### config.mk
export PLATFORM = sky130hd
export DESIGN_NAME = ni_read_scheduler
export DESIGN_NICKNAME = d
export VERILOG_FILES = /design/src/rtl/ni_read_scheduler.sv
export SDC_FILE = /design/constraint.sdc
export NUM_CORES = 1
export LEC_CHECK = 0
export CORE_ASPECT_RATIO = 0.5
export CORE_MARGIN = 2
export CORE_UTILIZATION = 40
export CTS_CLUSTER_DIAMETER = 200
export DETAILED_ROUTE_END_ITERATION = 10
export GPL_TIMING_DRIVEN = 0
export PLACE_DENSITY = 0.72
export SYNTH_ARGS = -nofsm -noshare
export SYNTH_HDL_FRONTEND = slang
export SYNTH_SLANG_ARGS = --single-unit
### constraint.sdc
create_clock -name clk -period 2.1 [get_ports clk]
set_input_delay 0.42 -clock clk [delete_from_list [all_inputs] [get_ports clk]]
set_output_delay 0.42 -clock clk [all_outputs]
set_load 0.05 [all_outputs]
### src/rtl/ni_read_scheduler.sv
// Weighted round-robin read scheduler for per-app NI receive FIFOs with a 2-entry tagged output queue.
// Optional macro NI_SCHED_CRED_PRIO_EN gives app NUM_APPS-1 (credit FIFO) strict priority at grant time.
module ni_read_scheduler #(
  parameter int DATA_WIDTH   = 16,
  parameter int NUM_APPS     = 4,
  parameter int APP_BITS     = 2,
  parameter int QUANTUM_BITS = 3
) (
  input  logic                             clk,
  input  logic                             reset,
  input  logic                             ON,
  input  logic [NUM_APPS*QUANTUM_BITS-1:0] quantum_cfg,
  input  logic [NUM_APPS-1:0]              fifo_empty,
  input  logic [DATA_WIDTH-1:0]            fifo_data,
  output logic [APP_BITS-1:0]              DEMUX,
  output logic                             fifo_rdEn,
  output logic [DATA_WIDTH-1:0]            out_data,
  output logic [APP_BITS-1:0]              out_app,
  output logic                             out_valid,
  input  logic                             out_ready,
  output logic                             busy,
  output logic [1:0]                       dbg_state_o
);

  typedef enum logic [1:0] {
    S_IDLE   = 2'd0,
    S_SWITCH = 2'd1,
    S_BURST  = 2'd2
  } state_e;

  state_e                  state_q;
  logic [APP_BITS-1:0]     demux_q, last_grant_q, pend_app_q;
  logic [QUANTUM_BITS-1:0] qcnt_q;
  logic                    pending_q;

  logic [DATA_WIDTH-1:0]   q_data_q [2];
  logic [APP_BITS-1:0]     q_app_q  [2];
  logic                    rd_ptr_q, wr_ptr_q;
  logic [1:0]              count_q, count_d;

  logic                    grant_found;
  logic [APP_BITS-1:0]     grant_idx, cand;
  logic [QUANTUM_BITS-1:0] grant_quantum;
  logic                    credit_ok, bypass, store, deq;

  // Scan from the far end toward last_grant+1 so the nearest non-empty app wins.
  always_comb begin
    grant_found = 1'b0;
    grant_idx   = last_grant_q;
    cand        = last_grant_q;
    for (int k = NUM_APPS; k >= 1; k--) begin
      cand = last_grant_q + APP_BITS'(k);
      if (!fifo_empty[cand]) begin
        grant_found = 1'b1;
        grant_idx   = cand;
      end
    end
`ifdef NI_SCHED_CRED_PRIO_EN
    if (!fifo_empty[NUM_APPS-1]) begin
      grant_found = 1'b1;
      grant_idx   = APP_BITS'(NUM_APPS-1);
    end
`else
`endif
    grant_quantum = quantum_cfg[grant_idx*QUANTUM_BITS +: QUANTUM_BITS];
  end

  // Queued words plus the word in flight never exceed the two queue slots.
  assign credit_ok = (3'(count_q) + 3'(pending_q)) < 3'd2;
  assign fifo_rdEn = (state_q == S_BURST) && ON && !fifo_empty[demux_q] && credit_ok;

  always_ff @(posedge clk or negedge reset) begin
    if (!reset) begin
      state_q      <= S_IDLE;
      demux_q      <= '0;
      last_grant_q <= APP_BITS'(NUM_APPS-1);
      qcnt_q       <= '0;
      pending_q    <= 1'b0;
      pend_app_q   <= '0;
    end else begin
      pending_q <= fifo_rdEn;
      if (fifo_rdEn) pend_app_q <= demux_q;
      case (state_q)
        S_IDLE: begin
          if (ON && grant_found) begin
            demux_q      <= grant_idx;
            last_grant_q <= grant_idx;
            qcnt_q       <= grant_quantum;
            state_q      <= S_SWITCH;
          end
        end
        S_SWITCH: state_q <= S_BURST;
        S_BURST: begin
          if (fifo_rdEn) begin
            if (qcnt_q == '0) state_q <= S_IDLE;
            else              qcnt_q  <= qcnt_q - QUANTUM_BITS'(1);
          end else if (fifo_empty[demux_q] || !ON) begin
            state_q <= S_IDLE;
          end
        end
        default: state_q <= S_IDLE;
      endcase
    end
  end

  // Output handshake: a head word transfers on any cycle where out_valid && out_ready;
  // out_valid never drops and out_data/out_app never change while the head waits.
  // The arriving word is forwarded straight to the head when the queue is empty.
  assign bypass    = pending_q && (count_q == 2'd0);
  assign out_valid = pending_q || (count_q != 2'd0);
  assign out_data  = bypass ? fifo_data  : q_data_q[rd_ptr_q];
  assign out_app   = bypass ? pend_app_q : q_app_q[rd_ptr_q];
  assign store     = pending_q && !(bypass && out_ready);
  assign deq       = out_valid && out_ready && (count_q != 2'd0);
  assign count_d   = count_q + 2'(store) - 2'(deq);

  always_ff @(posedge clk or negedge reset) begin
    if (!reset) begin
      for (int i = 0; i < 2; i++) begin
        q_data_q[i] <= '0;
        q_app_q[i]  <= '0;
      end
      rd_ptr_q <= 1'b0;
      wr_ptr_q <= 1'b0;
      count_q  <= 2'd0;
    end else begin
      if (store) begin
        q_data_q[wr_ptr_q] <= fifo_data;
        q_app_q[wr_ptr_q]  <= pend_app_q;
        wr_ptr_q           <= ~wr_ptr_q;
      end
      if (deq) rd_ptr_q <= ~rd_ptr_q;
      count_q <= count_d;
    end
  end

  assert property (@(posedge clk) disable iff (!reset) !(store && (count_q == 2'd2)));

  assign DEMUX       = demux_q;
  assign busy        = (state_q != S_IDLE) || pending_q || (count_q != 2'd0);
  assign dbg_state_o = state_q;

endmodule

* Word-level counts from Yosys, hierarchy flattened *
Index checks and enable logic that the tools add are counted.

cells by class
  magnitude comparators = 9
  div/mod/pow operators = 0
  reduce and logical (&&, ||, !) cells = 26
  eq/ne operators = 7
  shift-type cells = 1
  add/subtract/negate cells = 7
  $mul = 1
  mux-type cells = 40
  bitwise logic cells = 4

operator list
  operator               number
  $mux W16               5
  $bwmux W32             1
  $mux W2                12
  $demux W16 S1          1
  $lt A2 B3 Y1 const B   5
  $shiftx A12 B5 Y3      1
  $bmux W1 S2            5
  $logic_and A1 B1 Y1    10
  $mux W1                9
  $mux W3                3
  $ne A2 B2 Y1 const B   3
  $ne A3 B2 Y1 const B   2
  $pmux W2 S3            1
  $pmux W3 S2            1
  $reduce_bool A2 Y1     3
  $add A2 B2 Y2 const B  2
  $bwmux W4              1
  $ge A2 B2 Y1 const B   2
  $logic_not A2 Y1       2
  $logic_or A1 B1 Y1     4
  $mul A2 B2 Y4 const B  1
  $not A1 Y2             2
  $reduce_and A4 Y1      1
  $add A2 B1 Y3          1
  other kinds (14)       17

storage, ports and cells
  word-level logic and storage cells = 108
  memories = 0
  bits in registers = 52
  memory bits (read-only) = 0
  output and inout port bits = 25
  RAM bits = 0
  input bits = 36
  latch bits = 0

* Logic depth before layout (Yosys ltp) *
Gate-level depths: netlist of run 1.

  word-level depth = 10
  depth in mapped cells = 8
  mapped depth without buffers = 8

* Worst setup path before layout of run 1 *
OpenSTA, ideal clock, no wires.

  kind = flip-flop to output port
  start point = register count_q[1]
  end point = output out_data[12]
  stages on the path, launching flop included = 6
  data required time = 1.680 ns
  buffers on the path = 2
  arrival time = 2.048 ns
  slack = -0.368 ns
  cell sequence = dfrtp_1 -> nor2_1 -> and2_1 -> clkbuf_1 -> clkbuf_1 -> o21ai_0

on the way
  longest elaborated chain between the ends = 3

ends and longest elaborated chain
  what                    line  source
  start, declared         39    logic [1:0] count_q, count_d;
  start signal, assigned  133   count_q <= count_d;
  $logic_not A2 Y1        109   assign bypass = pending_q && (count_q == 2'd0);
  $logic_and A1 B1 Y1     109
  $mux W16                111   assign out_data = bypass ? fifo_data : q_data_q[rd_ptr_q];
  end, declared           17    output logic [DATA_WIDTH-1:0] out_data,

No other way between the ends.

* Worst setup path after layout of run 1 *
  start point = input fifo_empty[1]
  end point = output fifo_rdEn

on the way
  longest elaborated chain between the ends = 5

ends and longest elaborated chain
  what                              line  source
  start, declared                   13    input logic [NUM_APPS-1:0] fifo_empty,
  $bmux W1 S2                       70    assign fifo_rdEn = (state_q == S_BURST) && ON && !fifo_empty[demux_q] && credit_ok;
  $mux W1 (implied by the code)     70
  $logic_not A1 Y1                  70
  $logic_and A1 B1 Y1 (2 in a row)  70
  end, declared                     16    output logic fifo_rdEn,

No other way between the ends. The select of a mux whose other input is x is not followed.

==> impl_metrics.ini, run 1 <==
[drt]
wl_mm = 5.64
dr.pass1.iters = 4
drt_iter0_drc = 61
viasPerCell = 5.03
drc = 0
wl_met2_mm = 2.90
ant_nets = 0
m1WireLength_mm = 2.41
routed.top_layer = met4
post_drt_wl_per_cell_um = 14.4
wl_met3_um = 248
vias = 1971

[worst_setup_path]
cp.required_ps = 1680
r2r_end = qcnt_q[0]
cpPeakStageDelay_ps = 470
r2r_start = last_grant_q[1]
cp-start-kind = input pin
crit_end = fifo_rdEn
r2r_cells = 6
path_class = in2out
r2r_setup_slack_ps = 110
crit_fanout = 5
cpMaxStageDelayCell = mux4_2
critPathLaunch = fifo_empty[1]
path_cells = dlygate4sd2_1 > mux4_2 > nand3b_4 > nor2_4 > buf_6
worst_setup_path_end_kind = primary output
cp.arrival_ps = 1670

[outcome]
status = finished clean

[cells_and_area]
final_util_pct = 58.0
drive_gt1_share_pct = 33.9
area_delta_synth_final_pct = 36.2
fillerInstances = 522
fin_area_um2 = 3610
final_nets = 343
n_antenna_cell = 0

[pwr]
clockPowerShare_pct = 15.1
internal_power_mw = 3.05
p_switching_mw = 2.29
swShare_pct = 42.8
p_leak_nw = 1.69
p_total_mw = 5.34
ir_worst_vdd_v = 0.000567
p_seq_share_pct = 31.5
power_density_nw_per_um2 = 1480
comb_power_share_pct = 53.4

[hold_path]
hp-class = reg2reg

[yosys]
synth_nets = 269
syn_inst = 229
yosys.area.top_type_share_pct = 47.1
yosysWarningCount = 0
ys_seq_area_share_pct = 49.1
ys_types = 42
synth.avg_cell_area_um2 = 11.6
synth_area_um2 = 2650
ys_top_cells_by_area = dfrtp_1 (47%), mux2_2 (17%), mux2i_1 (8.3%)
synth_flop_cell = dfrtp_1
synth-seq-cells = 52
synth_edf_count = 0
asyncSetResetFlopFracSynth_pct = 100
synth_largest_area_cell = dfrtp_1

[timing]
rsz0062_at_grt = true
finalHoldViolCount = 0
fin_ws_ps = 11.6
final_max_slew_viol_count = 0
fmax_mhz = 479
skew_ps = 7.59
tns_ps = 0
finalCritPeriodShare_pct = 99.4
setup_violations = 0
tightest_slew_ps = 498
layout_min_cycle_time_ps = 2090
maxSlewHeadroom_pct = 66.7

[placement]
io_buffers = 60
gp_congestion = 0.735
dp_hpwl_mm = 4.05
place_ws_ps = -1030
placed_cell_area_um2 = 3400

[clocking]
clock-root-buffer = clkbuf_16
cts_tree = built
clk_latency_ps = 290
numCtsBuffers = 5
cts_sinks = 52
ctsHtreeMaxLevel = 2
cts_buffer_depth = 2
path_clk_slew_ps = 60

[global_route]
grt_pass1_wl_mm = 9.55
grt_max_degree = 44
grt-ovfl-total = 0
grtUsageTotal_pct = 16.6
antenna_found_initial = 0
grt_pass1_vias = 2056

[floorplan]
start_util_pct = 42.6
fp.dieH_um = 61.6
core_area_um2 = 6230
rows = 20
die_x_um = 119
io_pins = 61
die_area_um2 = 7340

[run]
cap_violations = 0
per-layer routing:
metal / vias to the layer above / GRT usage, %
met5: - / 0
met3: 8 / 3.89
li1: 964 / -
met1: 955 / 19.2
met4: 0 / 5.78
met2: 44 / 31.4
Yosys cell counts (3+ instances only):
master,instances
ha_1,4
a21oi_1,3
dfrtp_1,50
nand3_1,4
mux2_2,39
mux2i_1,22
o21ai_0,19
xnor2_1,3
nand2_1,29
a21o_1,3
nor2_1,7
inv_1,5
buf_2,4
clkbuf_1,4
cell families (layout without fill, tap and decap cells):
family | Yosys count | after routing | share of synthesized area (%)
compound gates | 36 | 36 | 8.77
flops | 52 | 52 | 49.1
xor+xnor | 4 | 4 | 1.32
fa+ha+maj | 4 | 4 | 1.89
mux | 63 | 63 | 26.3
simple gates | 54 | 54 | 10.0
buf+inv | 16 | 91 | 2.59
through the flow:
step,hold slack [ps],instances
2_1_floorplan,124,229
3_3_place_gp,482,377
3_5_place_dp,305,378
4_1_cts,510,390
5_1_grt,524,392
6_report,506,392
registers in the layout (all words and copies together) (netlist names):
signal and flops:
DEMUX 2, count_q 2, wr_ptr_q 1, dbg_state_o 2, pending_q 1, qcnt_q 3, pend_app_q 2, rd_ptr_q 1
q_app_q 4, last_grant_q 2, q_data_q 32
worst min-delay path by stage:
stage                 startpoint           end  slack (ps)  cells past startpoint
floorplan                  reset      DEMUX[0]         120                      0
global placement       qcnt_q[0]     qcnt_q[0]         480                      2
detailed placement         reset     qcnt_q[0]         300                      1
CTS                   q_app_q[3]    q_app_q[3]         510                      1
global route        q_data_q[22]  q_data_q[22]         520                      1
finish                q_app_q[3]    q_app_q[3]         510                      1
power by group through the flow:
stage	logic (mW)	clock network [mW]	registers [mW]
floorplan	1.96	0	1.74
global placement	2.79	0	1.66
detailed placement	2.84	0	1.69
CTS	2.82	0.825	1.67
global route	3.05	0.874	1.74
finish	2.85	0.806	1.68
cell type report:
class,count,area (µm²),area share (%)
clock inverter,3,22.5,0.623
tap,88,110,3.05
timing repair buffer,68,632,17.5
multi-input combinational,161,1320,36.4
sequential,52,1310,36.1
inverter,7,26.3,0.727
buffer,8,76.3,2.11
clock buffer,5,125,3.46
critical path, delay by kind of cell:
family	cells	cell delay, ps
buf+inv	2	450
mux	1	470
simple gates	2	320
repair_timing:
item                                    4_1_cts  5_1_grt
gates resized for setup                     136       14
endpoints found under the hold margin         6        0
hold buffers                                  1        0
buffers inserted                              4        2
endpoints found under the setup margin       24       32
pin swaps                                     2        1
placed cells by master, fill, tap and decap left out, drive strengths merged, types with 2 or more instances in the layout:
| cell type | count |
|---|---|
| nand2 | 29 |
| nand2b | 2 |
| mux2 | 40 |
| o2111ai | 2 |
| a21oi | 3 |
| xnor2 | 3 |
| dfstp | 2 |
| clkinv | 3 |
| clkdlybuf4s15 | 3 |
| dlygate4sd2 | 2 |
| nand3 | 4 |
| buf | 32 |
| inv | 7 |
| mux2i | 22 |
| o22ai | 2 |
| ha | 4 |
| o21ai | 19 |
| a211oi | 2 |
| clkdlybuf4s50 | 34 |
| dfrtp | 50 |
| nor3 | 3 |
| nor2 | 9 |
| clkbuf | 9 |
| a21o | 3 |
Power figures use the tool's default switching activity.
==> run 2, diff against run 1 <==
SETUP_SLACK_MARGIN = 0.02   (was default)
==> run 2 against run 1 <==
Effect of this change:
- sequential share of layout area down 0.087 points
- clock power about the same
- maximum frequency up 0.77%
- count of clock-buffer cells in the layout unchanged
- clock skew about the same
- critical path type unchanged
- largest power group unchanged
==> impl_metrics.ini, run 2 (synthesis results as in run 1) <==
[outcome]
status = finished clean

[drt]
drt_iter0_drc = 64
post_drt_wl_per_cell_um = 14.5
vias = 1986
dr.pass1.iters = 5
ant_nets = 0
drc = 0
viasPerCell = 5.05
wl_mm = 5.69

[global_route]
grt_max_degree = 44
grtUsageTotal_pct = 16.6
grt_pass1_vias = 2063
grt-ovfl-total = 0
antenna_found_initial = 0
grt_pass1_wl_mm = 9.57

[cells_and_area]
largest_register_ffs = 32
fin_area_um2 = 3620
final_cell_mix = dfrtp_1 (49), mux2_2 (37), clkdlybuf4s50_1 (34), nand2_1 (29), mux2i_1 (22)
top_register = q_data_q
n_antenna_cell = 0
layout_commonest_cell = dfrtp_1
reg_top3 = q_data_q: 32 flops, q_app_q: 4 flops, qcnt_q: 3 flops
drive_gt1_share_pct = 33.8
area_delta_synth_final_pct = 36.5
final_nets = 344

[worst_setup_path]
cpPeakStageDelay_ps = 470
cp.required_ps = 1680
worst_setup_path_end_kind = primary output
cpMaxStageDelayCell = mux4_2
cp.buffers_inverters = 2
path_cells = dlygate4sd2_1 > mux4_2 > nand3b_4 > nor2_4 > buf_6
path_class = in2out
path_delay_family = multiplexers
cp-start-kind = input pin
cp.arrival_ps = 1650
crit_fanout = 5

[floorplan]
core_area_um2 = 6230
die_x_um = 119
fp.dieH_um = 61.6
rows = 20
io_pins = 61
start_util_pct = 42.6
die_area_um2 = 7340

[clocking]
cts_tree = built
path_clk_slew_ps = 60
numCtsBuffers = 5
ctsHtreeMaxLevel = 2
cts_sinks = 52
clk_latency_ps = 290
cts_buffer_depth = 2
clock-root-buffer = clkbuf_16

[timing]
finalCritPeriodShare_pct = 98.7
skew_ps = 7.35
setup_violations = 0
fmax_mhz = 483
finalHoldViolCount = 0
rsz0062_at_grt = true
layout_min_cycle_time_ps = 2070
maxSlewHeadroom_pct = 66.7
tightest_slew_ps = 498
final_max_slew_viol_count = 0

[placement]
gp_congestion = 0.735
dp_hpwl_mm = 4.05
placed_cell_area_um2 = 3400
io_buffers = 60

[pwr]
p_total_mw = 5.36
power_density_nw_per_um2 = 1480
p_leak_nw = 1.69
ir_worst_vdd_v = 0.000567

[hold_path]
hp-class = reg2reg

[run]
cap_violations = 0
run 2: cell types whose count changed in the layout (fill, tap and decap cells not counted):
cell,change
buf_6,+3
clkbuf_4,-1
o21ai_1,+1
clkdlybuf4s15_2,-1
o21ai_2,-1
buf_4,-1
buf_2,+1
run 2: cell type report:
| type | count | area, µm² |
|---|---|---|
| Buffer | 8 | 76.3 |
| Clock buffer | 5 | 125 |
| Clock inverter | 3 | 22.5 |
| Fill cell | 515 | 2610 |
| Inverter | 7 | 26.3 |
| Multi-Input combinational cell | 161 | 1310 |
| Sequential cell | 52 | 1310 |
| Tap cell | 88 | 110 |
| Timing Repair Buffer | 69 | 644 |
run 2: per-layer routing:
layer | track usage, % | up-vias | share of wire, %
met5 | 0 | - | 0
met2 | 31.4 | 47 | 52
li1 | - | 967 | -
met4 | 5.78 | 0 | 1.4
met1 | 19.2 | 964 | 42
met3 | 3.89 | 8 | 4.3
run 2: stage by stage:
step / TNS [ps] / std cells / setup WS, ps / hold slack [ps] / util, %
2_1_floorplan: -1050 / 229 / -73.3 / 124 / -
3_3_place_gp: -61460 / 377 / -1000 / 482 / 54.4
3_5_place_dp: -21460 / 378 / -1030 / 305 / 54.6
4_1_cts: 0 / 391 / 20.5 / 510 / 57.5
5_1_grt: -15.9 / 393 / -10.9 / 524 / 58.2
6_report: 0 / 393 / 27.6 / 506 / 58.2
run 2: power by group:
group,switching [mW],total (mW),internal [mW]
registers,0.258,1.68,1.42
logic,1.68,2.88,1.20
clock network,0.358,0.804,0.446
run 2: final timing paths:
check                                startpoint           end  slack [ps]  depth (start not counted)
worst min register to register       q_app_q[3]    q_app_q[3]         510                          1
worst max-delay path              fifo_empty[1]     fifo_rdEn          30                          5
min in group asynchronous                 reset     qcnt_q[1]         530                          2
max in group asynchronous                 reset  q_data_q[21]        1080                          3
worst min-delay path                 q_app_q[3]    q_app_q[3]         510                          1
worst max register to register  last_grant_q[1]     qcnt_q[0]         110                          6
run 2: timing repair:
action | CTS | global route
setup buffers | 5 | 2
resized for setup | 137 | 18
setup endpoints to repair | 24 | 33
pin swaps | 2 | 1
endpoints found under the hold margin | 6 | 0
hold buffers | 1 | 0
run 2: worst register-to-register path, delay by kind of cell (launching register included):
family / cells / cell delay [ps]
AO/OA/AOI/OAI: 3 / 690
flip-flops: 1 / 520
multiplexers: 1 / 400
buffers and inverters: 1 / 140
AND/OR/NAND/NOR: 1 / 110
==> variant: new RTL, flow settings as in run 1 <==
Add a define of `NI_SCHED_CRED_PRIO_EN`.
--- a/src/rtl/ni_read_scheduler.sv
+++ b/src/rtl/ni_read_scheduler.sv
@@ -2,2 +2,4 @@
 // Optional macro NI_SCHED_CRED_PRIO_EN gives app NUM_APPS-1 (credit FIFO) strict priority at grant time.
+`define NI_SCHED_CRED_PRIO_EN
+
 module ni_read_scheduler #(
Function: changed (Yosys sat finds a counterexample within 4 cycles, from zero or initial values and one cycle with reset low).
==> variant against run 1 <==
The run now ends with setup timing left; area after synthesis down 1.7%; final area down 1.1%; wire length down 1.7%; sequential share of layout area up 0.43 points; setup slack worse by 0.086 ns; total power up 5.9%; sequential cell count unchanged; die area down 1.6%.
==> variant: results (changes against run 1) <==
| Metric | Value |
|---|---|
| Largest net degree at the start of global routing | `34 (-23%)` |
| Final non-filler cell total | `383 (-2.3%)` |
| Total GRT Usage | `16.4% (-0.17 points)` |
| LEAKAGE | `1.65 nW (-2.7%)` |
| Outcome | `finished, violations left` |
| Failing checks | `setup timing` |
| Mux cell area share after synthesis | `26.5% (+0.21 points)` |
| Iter 0 DRT Violations | `70 (+15%)` |
| Logic power comb | `0.00303 W (+6%)` |
| Share of cells above drive strength 1 | `36.3% (+2.4 points)` |
| Setup TNS | `-0.0745 ns (-0.0745 ns)` |
| Post-synth top cells | `dfrtp_1, mux2_2, nand2_1` |
| Vias in the first global route | `1969 (-4.2%)` |
| Vias/cell | `5.07 (+0.79%)` |
| Flop pwr share | `31.8% (+0.3 points)` |
| CP arrival | `1.75 ns (+0.08 ns)` |
| # placed instances | `372 (-1.6%)` |
| Global-route wire length before repair | `9290 um (-2.7%)` |
| Nets | `334 (-2.6%)` |
| Synth Area in XOR/XNOR | `1.34% (+0.023 points)` |
| Worst Slack Setup Final | `-0.0745 ns (-0.0861 ns)` |
| Clock skew | `0.00417 ns (-0.00342 ns)` |
| Cells after synthesis | `223 (-2.6%)` |
| Yosys cell types | `36 (-14%)` |
| Switching Share | `43.6% (+0.74 points)` |
| Highest fanout seen on the critical path | `4 (-1)` |
| Top delay family on crit path | `buffers and inverters` |
| Cts bufs inserted | `5 (unchanged)` |
| Peak supply drop | `0.000716 V (+26%)` |
| Post-Route WL | `5540 um (-1.7%)` |
| Worst-margin pin slew | `0.512 ns (+0.0139 ns)` |
| Hold Crit Class | `primary input to asynchronous set/reset pin` |
| Synth Area in Adders | `1.92% (+0.033 points)` |
| Area fraction in compound gates after synthesis | `9.83% (+1.1 points)` |
| Top post-synthesis cells by area | `dfrtp_1, mux2_2, mux2i_1` |
| RePlAce Congestion | `0.766 (+4.2%)` |
| # setup viols final | `1 (+1)` |
| Place WS | `-1.11 ns (-0.0796 ns)` |
## variant: repair_timing
item,4_1_cts,5_1_grt
setup buffers,4,0
gates resized for setup,132,18
setup endpoints to repair,25,30
pin swaps,2,1
## variant: path summary, 6_finish.rpt
path,start,cells past startpoint,slack (ns),endpoint
worst max-delay path,fifo_empty[0],5,-0.07,fifo_rdEn
worst min-delay path,reset,1,0.08,qcnt_q[1]
worst max register to register,DEMUX[0],6,0.16,qcnt_q[0]
worst min register to register,q_data_q[21],1,0.51,q_data_q[21]
max in group asynchronous,reset,2,1.50,count_q[1]
min in group clk,q_data_q[21],1,0.51,q_data_q[21]
## variant: stage by stage
| stage | area, um2 | hold slack, ns | total power, W |
|---|---|---|---|
| 2_1_floorplan | 2660 | 0.124 | 0.00396 |
| 3_3_place_gp | 3370 | 0.486 | 0.00479 |
| 3_5_place_dp | 3390 | 0.399 | 0.00489 |
| 4_1_cts | 3540 | 0.0890 | 0.00564 |
| 5_1_grt | 3580 | 0.103 | 0.00599 |
| 6_report | 3580 | 0.0763 | 0.00566 |
## variant: final cells by class
class,count,area (um2)
Clock buffer,6,139
Inverter,8,30.0
Tap cell,88,110
Fill cell,536,2610
Buffer,7,67.6
Clock inverter,2,13.8
Sequential cell,52,1310
Timing Repair Buffer,65,597
Multi-Input combinational cell,155,1310
## variant: metal layers
metal | vias up | global-route usage (%)
met1 | 954 | 19.4
met5 | - | 0
met2 | 43 | 30.7
li1 | 937 | -
met4 | 0 | 3.96
met3 | 7 | 4.63
## variant: cell families after synthesis
kind of cell	Yosys count
muxes	63
DFF	52
and+or+nand+nor	44
AOI/OAI and AO/OA	40
buffers and inverters	16
xor gates and xnor gates	4
adders and majority gates	4
